**config.mk**
```make
export PLATFORM = sky130hd
export DESIGN_NAME = tdc_channel_arbiter_flat
export DESIGN_NICKNAME = d
export VERILOG_FILES = /design/src/rtl/tdc_channel_arbiter_if.sv /design/src/rtl/tdc_channel_arbiter.sv /design/src/flat_wrapper.sv
export SDC_FILE = /design/constraint.sdc
export NUM_CORES = 1
export LEC_CHECK = 0
export CAP_MARGIN = 20
export CORE_UTILIZATION = 47
export CTS_CLUSTER_SIZE = 25
export DETAILED_ROUTE_END_ITERATION = 12
export HOLD_SLACK_MARGIN = 0.02
export PLACE_DENSITY = 0.87
export SETUP_SLACK_MARGIN = 0.2
export SYNTH_ARGS = -nofsm -noshare
export SYNTH_HDL_FRONTEND = slang
export SYNTH_SLANG_ARGS = --single-unit
```
**constraint.sdc**
```tcl
create_clock -name clk -period 2.57 [get_ports clk]
set_input_delay 0.514 -clock clk [delete_from_list [all_inputs] [get_ports clk]]
set_output_delay 0.514 -clock clk [all_outputs]
set_load 0.02 [all_outputs]
```
**src/rtl/tdc_channel_arbiter_if.sv**
```systemverilog
// Channel/processing-unit handshake bundle for tdc_channel_arbiter.
// master = arbiter side, slave = channel enablers plus processing unit.
`timescale 1ns/1ps
interface tdc_channel_arbiter_if #(
  parameter int N_CH   = 4,
  parameter int DATA_W = 32
);
  localparam int CH_W = (N_CH > 1) ? $clog2(N_CH) : 1;

  logic [N_CH-1:0]        ch_req;
  logic [N_CH*DATA_W-1:0] ch_data;
  logic [N_CH-1:0]        ch_done;
  logic                   proc_start;
  logic [DATA_W-1:0]      proc_data;
  logic [CH_W-1:0]        proc_ch;
  logic                   proc_valid;

  modport master (
    input  ch_req, ch_data, proc_valid,
    output ch_done, proc_start, proc_data, proc_ch
  );

  modport slave (
    output ch_req, ch_data, proc_valid,
    input  ch_done, proc_start, proc_data, proc_ch
  );
endinterface

```
**src/rtl/tdc_channel_arbiter.sv**
```systemverilog
// Round-robin arbiter sharing one TDC processing unit among N_CH capture
// channels, with a watchdog that releases a channel if the unit hangs.
`timescale 1ns/1ps
module tdc_channel_arbiter #(
  parameter int N_CH    = 4,
  parameter int DATA_W  = 32,
  parameter int TIMEOUT = 255
) (
  input  logic                      clk,
  input  logic                      rst,
  tdc_channel_arbiter_if.master     bus,
  output logic [N_CH-1:0]           grant,
  output logic                      busy,
  output logic                      timeout_err
);
  localparam int CH_W = (N_CH > 1) ? $clog2(N_CH) : 1;

  typedef enum logic [1:0] {
    IDLE    = 2'd0,
    ISSUE   = 2'd1,
    WAIT    = 2'd2,
    RELEASE = 2'd3
  } state_t;

  state_t            state, state_n;
  logic [15:0]       cnt, cnt_n;
  logic [CH_W-1:0]   last, last_n;

  logic              found;
  logic [CH_W-1:0]   win;
  logic [DATA_W-1:0] win_data;

  logic [N_CH-1:0]   grant_n, ch_done_n;
  logic              busy_n, timeout_n, proc_start_n;
  logic [DATA_W-1:0] proc_data_n;
  logic [CH_W-1:0]   proc_ch_n;

  logic              at_limit;
  assign at_limit = (cnt == 16'(TIMEOUT - 1));

  // Two passes instead of a modulo walk: indices above last first, then wrap.
  always_comb begin
    found    = 1'b0;
    win      = '0;
    win_data = '0;
    for (int unsigned k = 0; k < N_CH; k++) begin
      if (!found && bus.ch_req[k] && (k > 32'(last))) begin
        found    = 1'b1;
        win      = CH_W'(k);
        win_data = bus.ch_data[k*DATA_W +: DATA_W];
      end
    end
    for (int unsigned k = 0; k < N_CH; k++) begin
      if (!found && bus.ch_req[k] && (k <= 32'(last))) begin
        found    = 1'b1;
        win      = CH_W'(k);
        win_data = bus.ch_data[k*DATA_W +: DATA_W];
      end
    end
  end

  always_ff @(posedge clk) begin
    if (rst) state <= IDLE;
    else     state <= state_n;
  end

  always_comb begin
    state_n = IDLE;
    case (state)
      IDLE:    state_n = found ? ISSUE : IDLE;
      ISSUE:   state_n = WAIT;
      WAIT:    state_n = (bus.proc_valid || at_limit) ? RELEASE : WAIT;
      RELEASE: state_n = IDLE;
      default: state_n = IDLE;
    endcase
  end

  always_comb begin
    grant_n      = grant;
    busy_n       = busy;
    proc_data_n  = bus.proc_data;
    proc_ch_n    = bus.proc_ch;
    cnt_n        = cnt;
    last_n       = last;
    ch_done_n    = '0;
    timeout_n    = 1'b0;
    proc_start_n = 1'b0;
    case (state)
      IDLE: begin
        if (found) begin
          grant_n      = N_CH'(1) << win;
          proc_ch_n    = win;
          proc_data_n  = win_data;
          proc_start_n = 1'b1;
          busy_n       = 1'b1;
        end
      end
      ISSUE: cnt_n = '0;
      WAIT: begin
        if (bus.proc_valid) begin
          ch_done_n = grant;
        end else if (at_limit) begin
          ch_done_n = grant;
          timeout_n = 1'b1;
        end else begin
          cnt_n = cnt + 16'd1;
        end
      end
      RELEASE: begin
        last_n  = bus.proc_ch;
        grant_n = '0;
        busy_n  = 1'b0;
      end
      default: begin
        grant_n     = '0;
        busy_n      = 1'b0;
        proc_data_n = '0;
        proc_ch_n   = '0;
        cnt_n       = '0;
      end
    endcase
  end

  always_ff @(posedge clk) begin
    if (rst) begin
      grant          <= '0;
      busy           <= 1'b0;
      timeout_err    <= 1'b0;
      bus.ch_done    <= '0;
      bus.proc_start <= 1'b0;
      bus.proc_data  <= '0;
      bus.proc_ch    <= '0;
      cnt            <= '0;
      last           <= CH_W'(N_CH - 1);
    end else begin
      grant          <= grant_n;
      busy           <= busy_n;
      timeout_err    <= timeout_n;
      bus.ch_done    <= ch_done_n;
      bus.proc_start <= proc_start_n;
      bus.proc_data  <= proc_data_n;
      bus.proc_ch    <= proc_ch_n;
      cnt            <= cnt_n;
      last           <= last_n;
    end
  end
endmodule

```
**src/flat_wrapper.sv**
```systemverilog
// flat-port wrapper written by rule: the top's interface ports become plain ports
module tdc_channel_arbiter_flat 
#(
  parameter int N_CH    = 4,
  parameter int DATA_W  = 32,
  parameter int TIMEOUT = 255
)
  (clk, rst, grant, busy, timeout_err, bus_ch_req, bus_ch_data, bus_proc_valid, bus_ch_done, bus_proc_start, bus_proc_data, bus_proc_ch);
  tdc_channel_arbiter_if #(.N_CH(N_CH), .DATA_W(DATA_W)) bus_i ();
  input  logic clk;
  input  logic rst;
  output logic [N_CH-1:0] grant;
  output logic busy;
  output logic timeout_err;
  input wire logic [$bits(bus_i.ch_req)-1:0] bus_ch_req;
  input wire logic [$bits(bus_i.ch_data)-1:0] bus_ch_data;
  input wire logic [$bits(bus_i.proc_valid)-1:0] bus_proc_valid;
  output wire logic [$bits(bus_i.ch_done)-1:0] bus_ch_done;
  output wire logic [$bits(bus_i.proc_start)-1:0] bus_proc_start;
  output wire logic [$bits(bus_i.proc_data)-1:0] bus_proc_data;
  output wire logic [$bits(bus_i.proc_ch)-1:0] bus_proc_ch;
  assign bus_i.ch_req = bus_ch_req;
  assign bus_i.ch_data = bus_ch_data;
  assign bus_i.proc_valid = bus_proc_valid;
  assign bus_ch_done = bus_i.ch_done;
  assign bus_proc_start = bus_i.proc_start;
  assign bus_proc_data = bus_i.proc_data;
  assign bus_proc_ch = bus_i.proc_ch;
  tdc_channel_arbiter #(.N_CH(N_CH), .DATA_W(DATA_W), .TIMEOUT(TIMEOUT)) u_core (.clk(clk), .rst(rst), .bus(bus_i), .grant(grant), .busy(busy), .timeout_err(timeout_err));
endmodule
```
# Word-level counts from Yosys, hierarchy flattened
# Cells that the tools add are included.
[op_classes]
n_reduce_logical = 28
muxes = 35
bitwise_logic = 2
n_eq_ne = 7
order_cmp = 6
n_shift = 1
n_addsub = 1
[ops]
columns = ["cell", "count"]
rows = [
  ["two-way mux 32 bit", 7],
  ["two-way mux 16 bit", 2],
  ["one-hot mux 16 bit (2 select lines)", 1],
  ["adder 16 x 1 -> 16 bit (second input constant)", 1],
  ["equality test 16 x 8 -> 1 bit (second input constant)", 1],
  ["two-way mux 1 bit", 13],
  ["logical AND 1 bit", 12],
  ["two-way mux 2 bit", 6],
  ["two-way mux 4 bit", 3],
  ["one-hot mux 2 bit (4 select lines)", 1],
  ["one-hot mux 4 bit (2 select lines)", 1],
  ["zero test 1 bit", 6],
  ["equality test 2 bit (second input constant)", 2],
  ["> comparator 2 bit (first input constant)", 2],
  ["<= comparator 2 bit (first input constant)", 2],
  ["inequality test 2 bit (second input constant)", 2],
  ["AND reduction 2 bit", 2],
  ["nonzero test 2 bit", 2],
  ["OR reduction 2 bit", 2],
  ["left shift 1 x 2 -> 4 bit (first input constant)", 1],
  ["AND reduction 3 bit", 1],
  ["OR reduction 3 bit", 1],
  ["equality test 2 x 1 -> 1 bit (second input constant)", 1],
  ["> comparator 1 x 2 -> 1 bit (first input constant)", 1],
  ["6 further kinds", 7],
]
[word_totals]
wordCells = 90
register_bits = 65
in_bits = 135
output_inout_bits = 45

# Logic depth before layout (Yosys ltp)
[logic_depth]
depth_word = 29
mapped_depth = 8
mapped_depth_nobuf = 7

# Worst setup path after synthesis
# No wires, ideal clock.
[synth_path]
path_type = "input to register"
start = "input port bus_ch_req[0]"
end = "register u_core.bus.proc_data[0]"
required_ns = 2.440
path_buffers = 2
setup_slack_ns = 0.707
t_arrival_ns = 1.733
setup_ns = 0.130
stages = 7
path_cell_list = "buf_2 -> o41a_1 -> nand2_1 -> a21oi_1 -> buf_2 -> a22oi_1 -> o31ai_1"
[synth_via]
elab_chain_len = 15
word_cells_on_any_way = 19
cone_classes = "8 x mux; 11 x reduce/logical"
[synth_rtl]
columns = ["element", "line", "rtl"]
rows = [
  ["start: declaration", "flat_wrapper.sv:15", "input wire logic [$bits(bus_i.ch_req)-1:0] bus_ch_req;"],
  ["logical AND 1 bit *", "tdc_channel_arbiter.sv:54", "if (!found && bus.ch_req[k] && (k <= 32'(last))) begin"],
  ["two-way mux 1 bit", "tdc_channel_arbiter.sv:54", ""],
  ["zero test 1 bit", "tdc_channel_arbiter.sv:54", ""],
  ["logical AND 1 bit (2 in series)", "tdc_channel_arbiter.sv:54", ""],
  ["two-way mux 1 bit", "tdc_channel_arbiter.sv:54", ""],
  ["zero test 1 bit", "tdc_channel_arbiter.sv:54", ""],
  ["logical AND 1 bit (2 in series)", "tdc_channel_arbiter.sv:54", ""],
  ["two-way mux 1 bit", "tdc_channel_arbiter.sv:54", ""],
  ["zero test 1 bit", "tdc_channel_arbiter.sv:54", ""],
  ["logical AND 1 bit (2 in series)", "tdc_channel_arbiter.sv:54", ""],
  ["two-way mux 1 bit", "tdc_channel_arbiter.sv:54", ""],
  ["AND reduction 2 bit (no source line)", "--", ""],
  ["end signal: assignment", "tdc_channel_arbiter.sv:141", "bus.proc_data <= proc_data_n;"],
  ["end: declaration", "tdc_channel_arbiter_if.sv:20", "output ch_done, proc_start, proc_data, proc_ch"],
]
# Every way passes the cells marked *; elsewhere a longest branch is shown, timed or not.
# A chain may end at the register's enable or synchronous reset.

# Worst setup path in the final report
[layout_path]
start = "input port bus_ch_req[1]"
end = "register u_core.bus.proc_data[4]"
[layout_via]
elab_chain_len = 26
word_cells_on_any_way = 33
cone_classes = "14 x mux; 19 x reduce/logical"
[layout_rtl]
columns = ["element", "line", "rtl"]
rows = [
  ["logical AND 1 bit", "tdc_channel_arbiter.sv:47", "if (!found && bus.ch_req[k] && (k > 32'(last))) begin"],
  ["two-way mux 1 bit", "tdc_channel_arbiter.sv:47", ""],
  ["zero test 1 bit", "tdc_channel_arbiter.sv:47", ""],
  ["logical AND 1 bit (2 in series)", "tdc_channel_arbiter.sv:47", ""],
  ["two-way mux 1 bit", "tdc_channel_arbiter.sv:47", ""],
  ["zero test 1 bit", "tdc_channel_arbiter.sv:47", ""],
  ["logical AND 1 bit (2 in series)", "tdc_channel_arbiter.sv:47", ""],
  ["two-way mux 1 bit", "tdc_channel_arbiter.sv:47", ""],
  ["[... 6 more ...]", "--", ""],
  ["two-way mux 1 bit", "tdc_channel_arbiter.sv:54", ""],
  ["zero test 1 bit", "tdc_channel_arbiter.sv:54", ""],
  ["logical AND 1 bit (2 in series)", "tdc_channel_arbiter.sv:54", ""],
  ["two-way mux 1 bit", "tdc_channel_arbiter.sv:54", ""],
  ["zero test 1 bit", "tdc_channel_arbiter.sv:54", ""],
  ["logical AND 1 bit (2 in series)", "tdc_channel_arbiter.sv:54", ""],
  ["two-way mux 1 bit", "tdc_channel_arbiter.sv:54", ""],
  ["AND reduction 2 bit (no source line)", "--", ""],
]
# Several ways; a longest one is shown, not always the timed one.

==> flow_summary.yaml <==
synth:
  yosysTopAreaCell: "dfxtp_1"
  synth_cell_types: 47
  syn_nets: 667
  synth_edf_count: 0
  ys_warn_count: 0
  async_reset_ff_share_pct: 0
  synth_mux_area_share_pct: 0.740
  synthAdderAreaFrac_pct: 1.78
  synth_most_common_cell: "dfxtp_1"
  synth_area_leaders: "dfxtp_1 31%, o221ai_1 6.6%, o22a_1 6.6%, a211oi_1 5.7%, o31ai_1 5.7%"
  synth_cells: 526
  synth_top_area_share_pct: 30.8
  synth_top_family_by_area: "compound AO/OA/AOI/OAI gates"
  avgSynthCellArea_um2: 8.04
  synth_flop_cell: "dfxtp_1"
  yosys.area_share.simple_pct: 18.9
  yosys-top-cells-count: "65 x dfxtp_1, 54 x nand2_1, 47 x a21oi_1, 39 x nand3_1"
  ys_ff_latch: 65
  ys_seq_area_share_pct: 30.8
  synth-xor-area-share_pct: 2.49
  synth_area_mm2: 0.00423
  synth-compound-area-share_pct: 38.9
grt:
  grt_pass1_vias: 5230
  grt_max_degree: 35
  grt_pass1_wl_mm: 25.2
  grt_antenna_before_repair: 0
  grt_overflow: 0
  track_usage_pct: 32.8
sta:
  relSlewSlack_pct: 66.3
  rsz0062_at_grt: "no"
  finalClockSkew_ns: 0.0121
  drv_slew: 0
  worstMarginPinSlew_ns: 0.505
  finalHoldViolations: 0
  fin_setup_tns_ns: 0
  clock.fmax_mhz: 453
  finalCritPeriodShare_pct: 85.9
  period_needed_ns: 2.21
  setup_viol_count_final: 0
clock_network:
  clock_path_buffers: 2
  hold_buffers: 0
  clkTransAtPathRegs_ns: 0.08
  ctsResizeCount: 0
  clk_latency_ns: 0.35
  cts_sinks: 65
  cts-buffers-inserted: 9
  htree_levels: 3
  root_buffer: "clkbuf_8"
  postCtsSetupBuffers: 0
  tritoncts: "built"
routing:
  vias: 5298
  vias_per_cell: 6.56
  ant_nets: 0
  wl_mm: 15.9
  drt_first_iter_violations: 550
  drc_errors: 0
  wl_per_cell_um: 19.7
  first_pass_iters: 5
min_path:
  min_to: "u_core.grant[3]$_SDFFE_PP0P_"
  hold_path_class: "flop to flop"
  whs_path_depth: 2
  min-delay-start: "u_core.grant[3]$_SDFFE_PP0P_"
critical_path:
  cp_num_buf_inv: 3
  cp-end-kind: "flop"
  slowest_stage: "clkdlybuf4s50_1"
  cp_cell_sequence: "clkdlybuf4s50_1 > nor3b_2 > nand4_1 > buf_12 > a21oi_2 > buf_4 > a22oi_1 > o31ai_1"
  max_stage_delay_ns: 0.54
  reg2reg_to: "u_core.bus.proc_data[4]$_SDFFE_PP0P_"
  cp-startpoint: "bus_ch_req[1]"
  start_kind: "input pin"
  crit_required_ns: 2.83
  r2r_start: "u_core.last[1]$_SDFFE_PP1P_"
  critical_path.top_delay_family: "buffers and inverters"
  cp.arrival_ns: 2.46
  reg2regPathDepth: 7
  cp_max_fo: 30
  worstSetupPathType: "input pin to flop"
  r2r_setup_slack_ns: 0.38
job:
  max-cap-violations: 0
pwr:
  power_density_mw_per_mm2: 603
  ir_drop_uv: 315
  total_power_mw: 3.87
  p_leak_nw: 2.20
floorplan:
  io_pins: 180
  dieWidth_um: 96.8
  start_util_pct: 48.5
  die_h_um: 96.8
  coreArea_mm2: 0.00872
  num_rows: 34
  die-area_mm2: 0.00938
placement:
  place_hpwl_mm: 11.5
  port_buffers: 179
  gp_congestion: 0.901
final_layout:
  regArea_mm2: 0.00130
  layout-drive-gt1-share_pct: 7.86
  area_growth_pct: 51.6
  n_fill_cell: 652
  nNetsFinal: 836
  diodes: 0
  multi_input_area_mm2: 0.00268
status:
  status: "completed"
state kept, by name, indices dropped and copies added (netlist names):
name,flops
u_core.last,2
u_core.timeout_err,1
u_core.bus.proc_data,32
u_core.bus.proc_start,1
u_core.grant,4
u_core.bus.proc_ch,2
u_core.cnt,16
u_core.busy,1
u_core.state,2
u_core.bus.ch_done,4
logic make-up after synthesis:
| family | count (synthesis) |
|---|---|
| AOI/OAI and AO/OA | 222 |
| and+or+nand+nor | 156 |
| DFF | 65 |
| buffers and inverters | 62 |
| xor gates and xnor gates | 12 |
| adders and majority gates | 6 |
| muxes | 3 |
worst max path at each step:
stage | end | depth (start not counted)
4_1_cts | u_core.bus.proc_data[4]$_SDFFE_PP0P_ | 8
3_5_place_dp | u_core.bus.proc_data[4]$_SDFFE_PP0P_ | 8
3_3_place_gp | u_core.bus.proc_data[19]$_SDFFE_PP0P_ | 7
2_1_floorplan | u_core.bus.proc_data[0]$_SDFFE_PP0P_ | 7
6_report | u_core.bus.proc_data[4]$_SDFFE_PP0P_ | 8
5_1_grt | u_core.bus.proc_data[12]$_SDFFE_PP0P_ | 7
metrics by stage:
stage | cells | setup WS (ns) | utilization [%] | area [um^2] | hold slack [ns]
floorplan | 526 | 0.707 | - | 4230 | 0.463
global placement | 792 | 0.0810 | 71.4 | 6220 | 0.455
detailed placement | 792 | 0.0209 | 71.4 | 6220 | 0.467
CTS | 808 | 0.386 | 73.5 | 6410 | 0.475
global route | 808 | 0.283 | 73.5 | 6410 | 0.497
finish | 808 | 0.362 | 73.5 | 6410 | 0.475
per-layer routing:
metal | track usage (%) | wire (um)
met2 | 57.3 | 7690
met4 | 16.2 | 730
met1 | 37.1 | 5840
met3 | 7.88 | 1670
met5 | 0 | 0
placed cells by master, fill, tap and decap left out, types with 3 or more instances in the layout:
cell type	n
and3_1	4
nand2b_1	3
inv_1	12
a211oi_1	32
o21ai_0	3
nand3_1	39
dfxtp_1	65
clkdlybuf4s50_1	179
a21oi_1	46
a22oi_1	31
ha_1	6
and2_1	5
xor2_1	12
nor2_1	14
and4_1	5
clkbuf_8	9
buf_12	4
o31ai_1	32
or3_1	3
nor2b_1	3
nand2_1	54
buf_4	25
o221ai_1	32
nand4_1	9
o22a_1	32
worst min-delay path, delay by kind of cell (launching register included):
family,cells,cell delay [ns]
flops,1,0.32
compound gates,1,0.05
simple gates,1,0.06
power by group:
part,switching [mW],internal (mW),total (mW)
logic,0.869,0.813,1.68
clock network,0.411,0.447,0.858
registers,0.137,1.19,1.33
total,1.42,2.45,3.87
final cells by class:
type / count / share of cell area (%)
Tap cell: 108 / 2.11
Inverter: 12 / 0.703
Clock inverter: 5 / 0.878
Timing Repair Buffer: 208 / 32.1
Clock buffer: 11 / 2.05
Multi-Input combinational cell: 399 / 41.8
Sequential cell: 65 / 20.3
No activity file was read; power rests on OpenSTA's default activity.
==> variant 1, RTL diff (same settings) <==
The 4 states of `state_t` get a one-hot encoding in 4 bits.
--- a/src/rtl/tdc_channel_arbiter.sv
+++ b/src/rtl/tdc_channel_arbiter.sv
@@ -15,11 +15,11 @@
 );
   localparam int CH_W = (N_CH > 1) ? $clog2(N_CH) : 1;
 
-  typedef enum logic [1:0] {
-    IDLE    = 2'd0,
-    ISSUE   = 2'd1,
-    WAIT    = 2'd2,
-    RELEASE = 2'd3
+  typedef enum logic [3:0] {
+    IDLE    = 4'b0001,
+    ISSUE   = 4'b0010,
+    WAIT    = 4'b0100,
+    RELEASE = 4'b1000
   } state_t;
 
   state_t            state, state_n;
Formal check against the unedited RTL: same outputs for any inputs over 10 cycles, from zero or initial values and one cycle with rst high; not proved beyond that.
==> variant 1 against the unedited design <==
- combinational power fell by 39%
- final area is 16% higher
- sequential power shrank 11%
- total power decreased by 19%
- synthesized area grew 23%
- wire length rose by 21%
- sequential cell count increased by 2
- setup slack got worse by 0.044 ns
- utilization down 5.1 points
- final cell count is 17% higher
- critical path type unchanged
- highest routed layer unchanged
==> variant 1: results (changes against the unedited design) <==
- The run finished with clean final reports.
- The arrival time at the worst endpoint was 2.48 ns (+0.02 ns).
- The critical register-to-register path startpoint is u_core.cnt[11].
- The fraction of met3 tracks used by global routing is 8.29% (+0.42 points).
- The sequential area share after synthesis was 25.7% (-5.1 points).
- The number of warning messages in the yosys log is 0 (unchanged).
- The initial antenna violation count was 0 (unchanged).
- The number of detailed-routing iterations run before antenna repair is 5 (unchanged).
- The worst-skew pair later-pin latency is 0.36 ns.
- The detailed-routed wire length on met3 is 1940 microns (+16%).
- The routed length on met1 came to 6940 microns (+19%).
- Ranked by instance count, the synthesized netlist is headed by sky130_fd_sc_hd__dfxtp_1, sky130_fd_sc_hd__nand2_1, sky130_fd_sc_hd__inv_1, sky130_fd_sc_hd__clkbuf_1.
- The fraction of registers with async set or reset after synthesis is 0% (unchanged).
- The antenna diode count came to 0 (unchanged).
- The worst clock skew came to 0.00456 ns (-0.00749 ns).
- The overall track demand over capacity in global routing was 33.7% (+0.90 points).
- The overall routed net length is 19,300 microns (+21%).
- The number of buffers on the longest clock path is 2 (unchanged).
- In this run the worst setup path begins at bus_ch_req[3].
- The placed standard-cell area is 7210 sq um (+16%).
- The critical path in this run is classified as in2reg.
- The global-route wire length before repair is 30,600 microns (+21%).
- The share of layout cells above drive strength 1 is 9.17% (+1.3 points).
- The met1 layer usage reported by global route is 36.6% (-0.52 points).
- The routed wire length on met2 is 9490 microns (+23%).
- The maximum number of pins on one net before global-route repair is 67 (+91%).
- The worst IR drop on VDD is 0.000240 V (-24%).
- The total vias in the final route was 6,241 (+18%).
- The largest fanout on the critical path is 66 (+120%).
- The worst relative slew slack is 60.4% (-5.9 points).
- The net count of the mapped netlist is 783 (+17%).
- In the post-synthesis netlist, the biggest area contributors are sky130_fd_sc_hd__dfxtp_1, sky130_fd_sc_hd__mux2i_1, sky130_fd_sc_hd__and3b_1.
- The final net count is 939 (+12%).
- The count of routing violations after the opening detailed-route iteration is 368 (-33%).
- The final RePlAce weighted congestion is 0.903 (+0.21%).
- The placed wire-length estimate came to 13,100 microns (+15%).
- The largest registers in the layout are u_core.bus.proc_data (32), u_core.cnt (16).
- The leakage power figure is 3.00 nW (+36%).
- The instance count after placement with tap cells included came to 931 (+18%).
- The number of buffers added by the clock tree synthesis step was 9 (unchanged).
- The via-per-instance ratio is 6.59 (+0.51%).
- The unique cell type count in the Yosys netlist is 61 (+30%).
- The via count of the first global-routing pass is 6,326 (+21%).
- The average instance area after synthesis is 8.07 sq um (+0.46%).
- The critical hold path startpoint is u_core.bus.proc_data[18].
- The global-route track usage on met2 is 58.0% (+0.71 points).
## variant 1: cell count changes in the layout (fill, tap and decap cells not counted), moves of 32 or more
cell | unedited run | this run
sky130_fd_sc_hd__a211oi_1 | 32 | 0
sky130_fd_sc_hd__nand3_1 | 39 | 4
sky130_fd_sc_hd__o32ai_1 | 0 | 32
sky130_fd_sc_hd__a31oi_1 | 0 | 32
sky130_fd_sc_hd__o22a_1 | 32 | 0
sky130_fd_sc_hd__a21oi_1 | 46 | 12
sky130_fd_sc_hd__and3b_1 | 0 | 33
sky130_fd_sc_hd__o211ai_1 | 0 | 33
sky130_fd_sc_hd__nor3b_1 | 0 | 32
## variant 1: final cells by class
type	instances	area [sq um]
clock buffers	9	124
clock inverters	7	76.3
fillers	872	3420
inverters	40	150
multi-input cells	472	3430
flip-flops and latches	67	1340
well taps	140	175
repair buffers	212	2130
## variant 1: path summary, 6_finish.rpt
check / slack, ns / end / cells past startpoint
worst max-delay path: 0.32 / u_core.bus.proc_data[5] / 6
worst min-delay path: 0.48 / u_core.bus.proc_data[18] / 2
worst max register to register: 0.48 / u_core.cnt[15] / 5
worst min register to register: 0.48 / u_core.bus.proc_data[18] / 2
## variant 1: stage by stage
stage	setup WS, ns	power (mW)	hold slack, ns
4_1_cts	0.369	3.14	0.484
3_5_place_dp	0.0832	2.20	0.465
5_1_grt	0.274	3.27	0.503
3_3_place_gp	0.184	2.17	0.456
6_report	0.318	3.13	0.479
2_1_floorplan	0.692	1.69	0.458
## variant 1: power by group
| part | internal, mW | leakage, nW | switching [mW] | total (mW) |
|---|---|---|---|---|
| sequential | 1.12 | 0.546 | 0.0606 | 1.18 |
| combinational | 0.510 | 2.36 | 0.508 | 1.02 |
| clock | 0.455 | 0.0962 | 0.486 | 0.941 |
| total | 2.08 | 3.00 | 1.05 | 3.13 |
## variant 1: cell families (layout without fill, tap and decap cells)
| group | count (synthesis) | after routing | synth area share, % |
|---|---|---|---|
| AO/OA/AOI/OAI | 236 | 236 | 33.2 |
| XOR/XNOR | 8 | 8 | 1.34 |
| adder cells (fa/ha/maj) | 2 | 2 | 0.480 |
| buffers and inverters | 107 | 268 | 9.38 |
| flip-flops | 67 | 67 | 25.7 |
| multiplexers | 33 | 33 | 6.33 |
| AND/OR/NAND/NOR | 193 | 193 | 23.6 |
## variant 1: worst max-delay path, cell delays in order
cell                              delay [ns]
sky130_fd_sc_hd__clkdlybuf4s50_1        0.65
sky130_fd_sc_hd__nand2b_1               0.15
sky130_fd_sc_hd__or4_4                  0.45
sky130_fd_sc_hd__buf_12                 0.23
sky130_fd_sc_hd__o221ai_1               0.30
sky130_fd_sc_hd__o211ai_1               0.17
## variant 1: timing repair
action                     in CTS  in global routing
hold buffers                    0                  0
setup endpoints to repair       0                  1
resized for setup               0                  2
==> variant 2, RTL diff (same flow settings) <==
Made on the original files. `N_CH` is set to 4 in 3 places; all go to 8.
--- a/src/rtl/tdc_channel_arbiter_if.sv
+++ b/src/rtl/tdc_channel_arbiter_if.sv
@@ -2,7 +2,7 @@
 // master = arbiter side, slave = channel enablers plus processing unit.
 `timescale 1ns/1ps
 interface tdc_channel_arbiter_if #(
-  parameter int N_CH   = 4,
+  parameter int N_CH   = 8,
   parameter int DATA_W = 32
 );
   localparam int CH_W = (N_CH > 1) ? $clog2(N_CH) : 1;
--- a/src/rtl/tdc_channel_arbiter.sv
+++ b/src/rtl/tdc_channel_arbiter.sv
@@ -2,7 +2,7 @@
 // channels, with a watchdog that releases a channel if the unit hangs.
 `timescale 1ns/1ps
 module tdc_channel_arbiter #(
-  parameter int N_CH    = 4,
+  parameter int N_CH    = 8,
   parameter int DATA_W  = 32,
   parameter int TIMEOUT = 255
 ) (
--- a/src/flat_wrapper.sv
+++ b/src/flat_wrapper.sv
@@ -1,7 +1,7 @@
 // flat-port wrapper written by rule: the top's interface ports become plain ports
 module tdc_channel_arbiter_flat 
 #(
-  parameter int N_CH    = 4,
+  parameter int N_CH    = 8,
   parameter int DATA_W  = 32,
   parameter int TIMEOUT = 255
 )
Interface: changed (5 resized); port bits go from 180 to 321. The function was not compared with the original's and may differ.
==> variant 2 against the unedited design <==
- the run now fails in global routing
- synthesized area increased by 74%
- synthesized cell count increased by 98%
==> variant 2: results (changes against the unedited design) <==
- The flow did not finish.
- The flow stopped in global routing.
- The tool reported: "[ERROR GRT-0232] Routing congestion too high. Check the congestion heatmap in the GUI".
- The overall track demand over capacity in global routing is 89.9%.
- Ranked by total cell area, the synthesized netlist is headed by sky130_fd_sc_hd__dfxtp_1, sky130_fd_sc_hd__a21oi_1, sky130_fd_sc_hd__nor2_1.
- The number of warning messages in the yosys log was 0 (unchanged).
- The number of buffers on the longest clock path is 2 (unchanged).
- The type of the worst endpoint after the last repair is a register data pin.
- The number of synthesized flops with an enable pin was 0 (unchanged).
- The final RePlAce weighted congestion came to 1.10 (+22%).
- The sequential area share after synthesis is 20.4% (-10 points).
- The unique cell type count in the Yosys netlist is 81 (+72%).
- The cell at the root of the clock tree is sky130_fd_sc_hd__clkbuf_16.
- The placed wire-length estimate was 33,600 microns (+190%).
- Global routing finished with a remaining overflow of 322.
- When the global-route repair_timing finished, the worst setup path ended at u_core.bus.proc_data[27]$_SDFFE_PP0P_/D.
- The number of buffers inserted by port buffering was 320 (+79%).
- The net count of the mapped netlist is 1,315 (+97%).
- The number of buffers added by the clock tree synthesis step came to 9 (unchanged).
- The count of H-tree levels built during CTS is 3 (unchanged).
- Counting instances in the post-synthesis netlist gives the leading cell types as sky130_fd_sc_hd__nor2_1, sky130_fd_sc_hd__nand2_1, sky130_fd_sc_hd__a21oi_1, sky130_fd_sc_hd__dfxtp_1, sky130_fd_sc_hd__clkbuf_1.
- The fraction of registers with async set or reset after synthesis came to 0% (unchanged).
- The number of register bits inferred by synthesis came to 75 (+15%).
- The maximum number of pins on one net before global-route repair is 29.
## variant 2: kinds of logic after synthesis
logic type                 count (synthesis)  synth area share, %
buffers and inverters                    108                 6.38
and+or+nand+nor                          399                 27.6
adders and majority gates                  6                 1.02
AOI/OAI and AO/OA                        441                 43.0
xor gates and xnor gates                   9                 1.07
muxes                                      4                0.545
DFF                                       75                 20.4
## variant 2: layer usage
layer  track usage [%]  GRT overflow
met5              44.0             0
met4              97.4           116
met3              80.7            10
met2               103           189
met1              86.1             7
## variant 2: what timing repair did
action,4_1_cts
pin swaps,31
setup endpoints to repair,56
resized for setup,111
setup buffers,40
## variant 2: stage by stage
step	hold WS [ns]	cell area (sq um)	setup WS [ns]	cells	TNS (ns)
4_1_cts	0.491	13400	0.00300	1760	0
3_5_place_dp	0.474	12300	-0.877	1704	-32.14
3_3_place_gp	0.469	12300	-0.762	1704	-28.59
2_1_floorplan	0.454	7490	-0.318	1042	-8.82
